## config.mk

```make
export PLATFORM = sky130hd
export DESIGN_NAME = vga_pattern_gen
export DESIGN_NICKNAME = d
export VERILOG_FILES = /design/src/rtl/vga_pattern_gen.sv
export SDC_FILE = /design/constraint.sdc
export NUM_CORES = 1
export LEC_CHECK = 0
export BUFFER_PORTS_ARGS = -buffer_cell sky130_fd_sc_hd__buf_2
export CAP_MARGIN = 20
export CORE_MARGIN = 5
export CORE_UTILIZATION = 43
export DETAILED_ROUTE_END_ITERATION = 10
export PLACE_DENSITY_LB_ADDON = 0.1
export RECOVER_POWER = 25
export SKIP_LAST_GASP = 1
export SYNTH_ARGS = -nofsm -noshare
export SYNTH_HDL_FRONTEND = slang
export SYNTH_SLANG_ARGS = --single-unit
```

## constraint.sdc

```tcl
create_clock -name clk -period 2.3 [get_ports clk]
set_input_delay 0.575 -clock clk [delete_from_list [all_inputs] [get_ports clk]]
set_output_delay 0.575 -clock clk [all_outputs]
set_load 0.02 [all_outputs]
```

## src/rtl/vga_pattern_gen.sv

```systemverilog
// Test-pattern stage behind hvsync: renders bars/checker/box/solid colour and
// delays the syncs so that colour and sync stay aligned on the VGA pins.
module vga_pattern_gen #(
  parameter int   H_ACTIVE    = 640,
  parameter int   V_ACTIVE    = 480,
  parameter int   BOX_SIZE    = 32,
  parameter logic SYNC_ACTIVE = 1'b0
) (
  input  logic       clk,
  input  logic       reset,
  input  logic       hsync_in,
  input  logic       vsync_in,
  input  logic       display_on,
  input  logic [9:0] hpos,
  input  logic [9:0] vpos,
  input  logic [1:0] mode,
  output logic       hsync_out,
  output logic       vsync_out,
  output logic [3:0] r,
  output logic [3:0] g,
  output logic [3:0] b
);

  localparam int         BAR_W = H_ACTIVE / 8;
  localparam logic [9:0] X_MAX = 10'(H_ACTIVE - BOX_SIZE);
  localparam logic [9:0] Y_MAX = 10'(V_ACTIVE - BOX_SIZE);
  localparam logic [10:0] BOX_W = 11'(BOX_SIZE);

  logic        hsync1_q, hsync2_q, vsync1_q, vsync2_q;
  logic        disp_q, disp_d;
  logic [9:0]  hpos_q, hpos_d, vpos_q, vpos_d;
  logic [2:0]  bar_idx_q, bar_idx_d;
  logic        checker_q, checker_d;
  logic        vdet_q, vdet_prev_q;
  logic        frame_tick;
  logic [1:0]  mode_q, mode_d;
  logic [7:0]  frame_cnt_q, frame_cnt_d;
  logic [9:0]  box_x_q, box_x_d, box_y_q, box_y_d;
  logic        dx_q, dx_d, dy_q, dy_d;
  logic        box_hit;
  logic [11:0] rgb_q, rgb_d;

  function automatic logic [11:0] table_rgb(input logic [2:0] i);
    return {{4{~i[1]}}, {4{~i[2]}}, {4{~i[0]}}};
  endfunction

  // Stage 1: capture the pixel and derive the position-only pattern flags.
  always_comb begin
    disp_d    = display_on;
    hpos_d    = hpos;
    vpos_d    = vpos;
    checker_d = hpos[5] ^ vpos[5];
    bar_idx_d = 3'd0;
    for (int k = 1; k < 8; k++) begin
      if (int'(hpos) >= k * BAR_W) bar_idx_d = 3'(k);
    end
  end

  // The detector keeps its own vsync copy, reset to the active level, so a
  // vsync held active across reset release cannot fake an edge.
  assign frame_tick = (vdet_q == SYNC_ACTIVE) && (vdet_prev_q != SYNC_ACTIVE);

  always_comb begin
    mode_d      = mode_q;
    frame_cnt_d = frame_cnt_q;
    box_x_d     = box_x_q;
    box_y_d     = box_y_q;
    dx_d        = dx_q;
    dy_d        = dy_q;
    if (frame_tick) begin
      mode_d      = mode;
      frame_cnt_d = frame_cnt_q + 8'd1;
      if (dx_q && box_x_q == X_MAX) begin
        dx_d    = 1'b0;
        box_x_d = box_x_q - 10'd1;
      end else if (!dx_q && box_x_q == 10'd0) begin
        dx_d    = 1'b1;
        box_x_d = 10'd1;
      end else begin
        box_x_d = dx_q ? box_x_q + 10'd1 : box_x_q - 10'd1;
      end
      if (dy_q && box_y_q == Y_MAX) begin
        dy_d    = 1'b0;
        box_y_d = box_y_q - 10'd1;
      end else if (!dy_q && box_y_q == 10'd0) begin
        dy_d    = 1'b1;
        box_y_d = 10'd1;
      end else begin
        box_y_d = dy_q ? box_y_q + 10'd1 : box_y_q - 10'd1;
      end
    end
  end

  assign box_hit = (hpos_q >= box_x_q) && ({1'b0, hpos_q} < {1'b0, box_x_q} + BOX_W) &&
                   (vpos_q >= box_y_q) && ({1'b0, vpos_q} < {1'b0, box_y_q} + BOX_W);

  // Stage 2: final colour, forced to black outside the visible area.
  always_comb begin
    rgb_d = 12'h000;
    if (disp_q) begin
      case (mode_q)
        2'd0:    rgb_d = table_rgb(bar_idx_q);
        2'd1:    rgb_d = checker_q ? 12'h000 : 12'hFFF;
        2'd2:    rgb_d = box_hit ? 12'hFFF : 12'h004;
        default: rgb_d = table_rgb(frame_cnt_q[7:5]);
      endcase
    end
  end

  always_ff @(posedge clk or negedge reset) begin
    if (!reset) begin
      hsync1_q    <= ~SYNC_ACTIVE;
      hsync2_q    <= ~SYNC_ACTIVE;
      vsync1_q    <= ~SYNC_ACTIVE;
      vsync2_q    <= ~SYNC_ACTIVE;
      disp_q      <= 1'b0;
      hpos_q      <= 10'd0;
      vpos_q      <= 10'd0;
      bar_idx_q   <= 3'd0;
      checker_q   <= 1'b0;
      vdet_q      <= SYNC_ACTIVE;
      vdet_prev_q <= SYNC_ACTIVE;
      mode_q      <= 2'd0;
      frame_cnt_q <= 8'd0;
      box_x_q     <= 10'd0;
      box_y_q     <= 10'd0;
      dx_q        <= 1'b1;
      dy_q        <= 1'b1;
      rgb_q       <= 12'h000;
    end else begin
      hsync1_q    <= hsync_in;
      hsync2_q    <= hsync1_q;
      vsync1_q    <= vsync_in;
      vsync2_q    <= vsync1_q;
      disp_q      <= disp_d;
      hpos_q      <= hpos_d;
      vpos_q      <= vpos_d;
      bar_idx_q   <= bar_idx_d;
      checker_q   <= checker_d;
      vdet_q      <= vsync_in;
      vdet_prev_q <= vdet_q;
      mode_q      <= mode_d;
      frame_cnt_q <= frame_cnt_d;
      box_x_q     <= box_x_d;
      box_y_q     <= box_y_d;
      dx_q        <= dx_d;
      dy_q        <= dy_d;
      rgb_q       <= rgb_d;
    end
  end

  assign hsync_out = hsync2_q;
  assign vsync_out = vsync2_q;
  assign r = rgb_q[11:8];
  assign g = rgb_q[7:4];
  assign b = rgb_q[3:0];

endmodule

```

# After elaboration in Yosys (flattened, before gate mapping)
# Index checks and enable logic that the tools add are counted.
[totals] reg_bits=75 input_bits=27 output_inout_bits=14 wordCells=86
[op_classes] n_addsub=7 n_lt_le_gt_ge=11 eq_ne=4 muxes=21 bitwise=8 reduce_logical=17
[op_table] operator="$mux W10" n=6
[op_table] operator="$mux W12" n=3
[op_table] operator="$pmux W12 S3" n=1
[op_table] operator="$ge A10 B9 Y1 const B" n=3
[op_table] operator="$add A10 B6 Y11 const B" n=2
[op_table] operator="$lt A10 B11 Y1" n=2
[op_table] operator="$add A10 B1 Y10 const B" n=2
[op_table] operator="$ge A10 B10 Y1" n=2
[op_table] operator="$ge A10 B8 Y1 const B" n=2
[op_table] operator="$logic_not A10 Y1" n=2
[op_table] operator="$sub A10 B1 Y10 const B" n=2
[op_table] operator="$mux W3" n=4
[op_table] operator="$eq A10 B10 Y1 const B" n=1
[op_table] operator="$eq A10 B9 Y1 const B" n=1
[op_table] operator="$ge A10 B10 Y1 const B" n=1
[op_table] operator="$ge A10 B7 Y1 const B" n=1
[op_table] operator="$add A8 B1 Y8 const B" n=1
[op_table] operator="$logic_and A1 B1 Y1" n=8
[op_table] operator="$not A1 Y1" n=7
[op_table] operator="$mux W1" n=5
[op_table] operator="$mux W2" n=2
[op_table] operator="$reduce_and A2 Y1" n=2
[op_table] operator="$reduce_bool A2 Y1" n=2
[op_table] operator="$eq A2 B1 Y1 const B" n=1
[op_table] operator="other kinds (4)" n=5

# Logic depth before layout (Yosys ltp)
# Gate-level depths: netlist of the first run.
[logic_depth] depth_word=8 depth_mapped=10

# Worst setup path after synthesis of the first run
# No wires, ideal clock.
[synth_timing] path_type="flip-flop to flip-flop" startpoint="register box_x_q[7]" endpoint="register rgb_q[3]" setup_ps=118 arrival_ps=2109 setup_slack_ps=73 stages_incl_launch_ff=10 path_cell_list="dfrtp_1 -> clkbuf_1 -> inv_1 -> ha_1 -> a21o_1 -> a21o_1 -> a221o_1 -> a31oi_1 -> nor4_2 -> a21o_1"
[synth_via] elab_chain_len=8 word_cells_on_any_way=9 cone_classes="1 x add/sub; 2 x order compare; 3 x mux; 3 x reduce/logical"
[synth_rtl] element="start: declaration" line="38" source="logic [9:0] box_x_q, box_x_d, box_y_q, box_y_d;"
[synth_rtl] element="start signal: assignment" line="144" source="box_x_q <= box_x_d;"
[synth_rtl] element="$add A10 B6 Y11" line="94" source="assign box_hit = (hpos_q >= box_x_q) && ({1'b0, hpos_q} < {1'b0, box_x_q} + BOX_W) &&"
[synth_rtl] element="$lt A10 B11 Y1" line="94"
[synth_rtl] element="$logic_and A1 B1 Y1 * (2 in a row)" line="94"
[synth_rtl] element="$logic_and A1 B1 Y1 *" line="95" source="(vpos_q >= box_y_q) && ({1'b0, vpos_q} < {1'b0, box_y_q} + BOX_W);"
[synth_rtl] element="$mux W12 *" line="104" source="2'd2: rgb_d = box_hit ? 12'hFFF : 12'h004;"
[synth_rtl] element="$pmux W12 S3 *" line="101" source="case (mode_q)"
[synth_rtl] element="$mux W12 *" line="100" source="if (disp_q) begin"
[synth_rtl] element="end signal: assignment" line="148" source="rgb_q <= rgb_d;"
[synth_rtl] element="end: declaration" line="41" source="logic [11:0] rgb_q, rgb_d;"
# Every way passes the cells marked *; elsewhere a longest branch is shown, timed or not.
# A chain may end at the register's enable or synchronous reset.

# Worst setup path in the final report of the first run
[layout_timing] startpoint="register box_x_q[6]" endpoint="register rgb_q[7]"
# The elaborated chain is that of the path after synthesis.

==> run summary, run 1 <==
worst hold path type -> input pin to asynchronous set/reset pin
final HPWL from detailed placement -> 7.089 mm
initial DRC count -> 140
synthesized area per cell -> 9.388 sq um
total grt overflow -> 0
Final Instance Area -> 0.004760 sq mm
Die Area -> 0.01155 sq mm
vias in the first global route -> 3465
Max Cap Viol -> 0
Synth Area in Compound Gates -> 0.1756
post-route clock skew -> 0.01895 ns
slew margin rel. -> 0.1425
total number of H-tree levels -> 3
DR WL met3 -> 570 um
PwrDens -> 935.8 mW/mm^2
met2 routed WL -> 4.230 mm
Yosys warning count -> 0
largest net degree at the start of global routing -> 44
total global routing track utilization -> 0.1806
share of cells above drive strength 1 -> 0.1906
Post-Route WL -> 9.702 mm
xor/xnor share of the synthesized area -> 0.04075
Cell Area, Placed -> 0.004441 sq mm
clock root cell -> clkbuf_8
Syn Inst Count -> 435
GPL Wtd Cong -> 0.9065
Clock Tree Buf Depth -> 2
Crit Path Max Fanout -> 3
Syn Nets -> 501
row count -> 35
Wirelength per Cell -> 15.72 um
CP Class -> flop to flop
# IOs -> 41
Initial Util -> 0.4420
vias post-DR -> 3325
Max rail drop VDD -> 0.4638 mV
Post-synth EDFFs -> 0
area grow syn2layout -> 16.54%
CTS tree -> yes
top routing layer in use -> met4
Synth cell types -> 61
dpl cells -> 597
Min Clock Period, post-route -> 2.191 ns
Data arrival, critical path -> 2.47 ns
Clk pin slew, worst setup/hold paths -> 0.09 ns
mapped cell area -> 0.004084 sq mm
initial antenna violation count -> 0
setup slack, reg-to-reg -> 0.11 ns
outcome -> finished, final reports clean
CTS Sinks -> 67
die width -> 107.5 um
CORE AREA -> 0.009240 sq mm
CTS Buf Count -> 9
sequential area share after synthesis -> 0.4124
Crit path required time -> 2.58 ns
drc violations -> 0
Synth Flop Type -> dfrtp_1
Worst Hold Slack -> 0.3040 ns
largest family of logic cells by synthesized area -> simple AND/OR/NAND/NOR gates
Setup-failing EPs final -> 0
Post-CTS Hold Buffers -> 0
Max Freq -> 456.3 MHz
crit share post-route -> 0.9528
Worst-Skew Late Latency -> 0.34 ns
Die Ht -> 107.5 um
post-synthesis adder-cell area fraction -> 0.1219
RSZ-0062 raised after global routing -> true
ANT cells -> 0
mux cell area share after synthesis -> 0.01103
final hold viol count -> 0
P_leak -> 2.134 nW
Max Slew Vio Count -> 0
Non-Filler Instances -> 617
FFs w/ async S/R, synth -> 1.000
CP Launch Type -> flop
worst-margin pin slew -> 1.286 ns
drt first pass iters -> 4
port bufs -> 40
vias per inst -> 5.389
Nets -> 549
flops & latches, synth -> 67
global-route wire length before repair -> 16.69 mm
post-route ant nets -> 0
CP endpoint kind -> flop
Routed met1 length -> 4.715 mm
simple-gate share of the synthesized area -> 0.1783
## registers in the layout (all words and copies together) (netlist names), 2 cells and up
name and count:
frame_cnt_q 8, bar_idx_q 3, mode_q 2, box_x_q 10, rgb_q 4, box_y_q 10
hpos_q 10, vpos_q 10
## worst paths after layout
path / startpoint / end / cells past startpoint
setup / recovery: box_x_q[6] / rgb_q[7] / 10
hold / removal: reset / box_x_q[4] / 2
setup reg to reg: box_x_q[6] / rgb_q[7] / 10
hold reg to reg: hsync1_q / hsync_out / 0
max in group asynchronous: reset / bar_idx_q[2] / 2
min in group clk: vsync_in / vsync1_q / 1
## cells in the mapped netlist (all sizes together), types with 2 or more instances
cell	instances	share of area
and4	5	0.011
dfstp	6	0.039
or4	2	0.0037
dfrtp	61	0.37
o31ai	2	0.0037
and3	5	0.0077
nor3	11	0.015
inv	30	0.028
a211oi	4	0.0074
a31oi	5	0.0077
o21a	3	0.0055
a21o	10	0.018
xor2	5	0.011
buf	14	0.023
nor2b	4	0.0061
nor2	22	0.020
a21oi	26	0.032
mux2i	3	0.0074
nor4	6	0.012
a22oi	4	0.0074
or3	3	0.0046
ha	39	0.12
clkbuf	10	0.0092
nand2	33	0.031
o22ai	7	0.011
nor3b	4	0.010
a21boi	2	0.0037
nand4	8	0.012
nand2b	6	0.0092
nand3	19	0.023
o21ai	39	0.048
xnor2	14	0.030
and2	3	0.0046
## through the flow
step | power, mW | utilization | TNS [ns] | worst slack [ns]
floorplan | 2.701 | - | 0 | 0.07317
global placement | 3.111 | 0.4806 | 0 | 0.1396
detailed placement | 3.140 | 0.4806 | 0 | 0.1248
CTS | 4.340 | 0.5058 | 0 | 0.1006
global route | 4.802 | 0.5151 | -0.07612 | -0.03188
finish | 4.454 | 0.5151 | 0 | 0.1086
## cells in the final DEF, fill, tap and decap left out, types with 3 or more instances in the layout
master    synthesis  final
dfrtp_1          61     60
ha_1             39     37
o21ai_0          35     33
nand2_1          32     32
buf_2             4     31
inv_1            30     27
a21oi_1          26     25
nor2_1           22     22
buf_4             8     18
nand3_1          19     17
xnor2_1          14     14
a21o_1           10     10
nor3_1           10     10
clkbuf_8          0     10
clkbuf_1         10     10
nand4_1           8      8
o22ai_1           7      7
nand2b_1          6      6
o21ai_1           4      6
dfstp_2           6      6
xor2_1            5      5
and4_1            5      5
and3_1            5      5
a211oi_1          4      4
nor2b_1           4      4
a31oi_1           5      4
nor4_1            4      4
a22oi_1           4      4
mux2i_1           3      3
o21a_1            3      3
nor3b_1           3      3
and2_1            3      3
or3_1             3      3
## cells by family after synthesis
logic type               after synthesis
AND/OR/NAND/NOR                      135
AO/OA/AOI/OAI                        116
flip-flops                            67
adder cells (fa/ha/maj)               40
multiplexers                           4
XOR/XNOR                              19
buffers and inverters                 54
## final cells by class
class	count	area [sq um]
fillers	915	4481
multi-input cells	314	2215
flip-flops and latches	67	1685
repair buffers	61	350.3
well taps	129	161.4
clock buffers	10	137.6
inverters	30	115.1
clock inverters	6	95.09
## layer usage
layer,vias up,GRT usage
li1,1651,-
met1,1560,0.2570
met2,97,0.2699
met3,17,0.04079
met4,0,0.06312
met5,-,0
## critical path, cell delays in order, from the launching register on
cell and delay, ns:
dfrtp_1 0.42, ha_4 0.17, nand3_2 0.08, xnor2_1 0.14, ha_1 0.34, a21oi_2 0.13
a32o_1 0.13, and4_1 0.20, nand3_2 0.08, nor4_4 0.32, a21o_1 0.12
## repair_timing
action / 4_1_cts / 5_1_grt
gates resized for setup: 0 / 18
buffers inserted: 0 / 4
endpoints found under the setup margin: 0 / 3
## report_power, final
part / internal [mW] / switching, mW
registers: 1.39 / 0.264
clock network: 0.653 / 0.519
logic: 0.732 / 0.897
No activity file was read; power rests on OpenSTA's default activity.
==> inputs of run 2 (changes only) <==
Settings changed: ABC_AREA set to 1.
==> run 2 against run 1 <==
Net effect: non-clock buffer count decreased by 15; largest cell class unchanged; synthesized area increased by 9.7%; utilization decreased by 2.7 points; clock power decreased by 11%; clock-buffer cell count decreased by 1; first-iteration DRC count decreased by 4.3%.
==> run summary, run 2 <==
outcome -> finished, final reports clean
Syn Nets -> 621
Nets -> 660
CORE AREA -> 0.01023 sq mm
synthesized area per cell -> 8.075 sq um
Post-Route WL -> 9.748 mm
top cells by area, synth -> dfrtp_1 34%, ha_1 11%, nand2_1 9.9%, xor2_1 5.1%, inv_1 4.9%
setup slack, reg-to-reg -> 0.26 ns
Max Slew Vio Count -> 0
Worst R2R Start -> box_x_q[6]
Synth cell types -> 44
largest stage delay on the critical path -> 0.44 ns
worst-margin pin slew -> 0.3958 ns
Post-CTS Setup Bufs -> 0
area grow syn2layout -> 11.39%
clock root cell -> clkbuf_8
cells along the critical path -> ha_1, nand3_1, xor2_1, ha_1, inv_1, o21bai_1, nor2_1, nand2_1, nand2_1, inv_1, nand3_2, nand3_1, nand2_1, inv_1
final hold viol count -> 0
mapped cell area -> 0.004482 sq mm
Yosys warning count -> 0
CP bufs+invs -> 3
CTS tree -> yes
drc violations -> 0
Syn Inst Count -> 555
post-route clock skew -> 0.009577 ns
ANT cells -> 0
crit share post-route -> 0.8883
Util after Layout -> 0.4880
Synth top cells by count -> 118 x nand2_1, 61 x dfrtp_1, 59 x inv_1
vias in the first global route -> 3658
share of cells above drive strength 1 -> 0.1753
post-route ant nets -> 0
total global routing track utilization -> 0.1667
Data arrival, critical path -> 2.29 ns
commonest cells after routing, fill and taps aside -> 118 x nand2_1, 59 x inv_1, 59 x dfrtp_1
Wirelength per Cell -> 13.26 um
CP Class -> flop to flop
Synth top area share -> 0.3406
Die Ht -> 112.1 um
row count -> 37
initial antenna violation count -> 0
global-route wire length before repair -> 17.24 mm
largest net degree at the start of global routing -> 68
total number of H-tree levels -> 3
vias post-DR -> 3653
most frequent cell after synthesis -> nand2_1
Crit Path Max Fanout -> 7
slowest CP cell -> dfrtp_2
worst hold path type -> input pin to asynchronous set/reset pin
CP endpoint kind -> flop
Max rail drop VDD -> 0.3731 mV
CTS Buf Count -> 9
die width -> 112.1 um
Die Area -> 0.01256 sq mm
Worst Slack Setup Final -> 0.2569 ns
RSZ-0062 raised after global routing -> false
CP Launch Type -> flop
commonest non-fill, non-tap cell in the layout -> nand2_1
CP delay by family, top -> simple AND/OR/NAND/NOR gates
final HPWL from detailed placement -> 7.496 mm
flops & latches, synth -> 67
port bufs -> 40
# IOs -> 41
GPL Wtd Cong -> 0.8312
worst slack at placement -> 0.1942 ns
total grt overflow -> 0
slew margin rel. -> 0.7358
Clock Tree Buf Depth -> 2
Max Cap Viol -> 0
Synth area leader -> dfrtp_1
Post-synth EDFFs -> 0
Tot Pwr -> 4.803 mW
Synth Flop Type -> dfrtp_1
drt first pass iters -> 5
Setup TNS -> 0 ns
PwrDens -> 962.1 mW/mm^2
reg2reg end -> rgb_q[10]
FFs w/ async S/R, synth -> 1.000
vias per inst -> 4.970
Min Clock Period, post-route -> 2.043 ns
Post-CTS Hold Buffers -> 0
Setup-failing EPs final -> 0
Crit path required time -> 2.55 ns
sequential area share after synthesis -> 0.3758
P_leak -> 2.496 nW
Max Freq -> 489.5 MHz
r2r worst-path depth -> 14
Clk pin slew, worst setup/hold paths -> 0.09 ns
Layout fillers -> 1030
initial DRC count -> 134
CTS Sinks -> 67
Initial Util -> 0.4381
Worst-Skew Late Latency -> 0.35 ns
run 2: cell types whose count changed after synthesis, moves of 13 or more:
| cell | delta |
|---|---|
| nor2_1 | +25 |
| inv_1 | +29 |
| xor2_1 | +21 |
| inv_2 | +13 |
| nand2_1 | +86 |
| nand3_1 | +17 |
run 2: report_power, final:
group | switching, mW | internal (mW) | total, mW
Clock | 0.524 | 0.519 | 1.04
Sequential | 0.318 | 1.41 | 1.73
Combinational | 1.23 | 0.805 | 2.03
run 2: routing by layer:
layer	share of wire	track usage	up-vias
met5	0	0	-
met1	0.45	0.2119	1702
met3	0.030	0.03127	12
met2	0.50	0.2892	62
li1	-	-	1877
met4	0.015	0.04808	0
run 2: final cells by class:
class,instances,area [sq um],share of cell area
clock buffer,9,123.9,0.02481
tap,136,170.2,0.03409
timing repair buffer,46,246.5,0.04937
clock inverter,7,85.08,0.01704
sequential,67,1687,0.3378
inverter,74,277.8,0.05564
multi-input combinational,396,2402,0.4812
run 2: cell families (layout without fill, tap and decap cells):
group / Yosys count / count (layout) / synth area share
buf+inv: 92 / 136 / 0.08822
simple gates: 247 / 247 / 0.2647
fa+ha+maj: 39 / 39 / 0.1089
compound gates: 79 / 79 / 0.1019
xor+xnor: 31 / 31 / 0.06058
flops: 67 / 67 / 0.3758
run 2: worst max-delay path by stage:
stage,startpoint,to,cells past startpoint
after floorplan,box_x_q[5],rgb_q[10],16
after global placement,box_x_q[6],rgb_q[10],14
after detailed placement,box_x_q[6],rgb_q[10],14
after CTS,box_y_q[5],rgb_q[10],15
after global routing,box_x_q[5],rgb_q[7],15
final,box_x_q[6],rgb_q[10],14
run 2: stage by stage:
| step | std cells | hold slack, ns | cell area, sq um |
|---|---|---|---|
| finish | 735 | 0.2749 | 4992 |
| global route | 735 | 0.2898 | 4992 |
| CTS | 735 | 0.2423 | 5001 |
| detailed placement | 719 | 0.3473 | 4792 |
| global placement | 719 | 0.3454 | 4792 |
| floorplan | 555 | 0.2794 | 4482 |
run 2: what timing repair did:
item                                    4_1_cts  5_1_grt
endpoints found under the setup margin        0        3
gates resized for setup                       0        2
hold endpoints to repair                      0        0
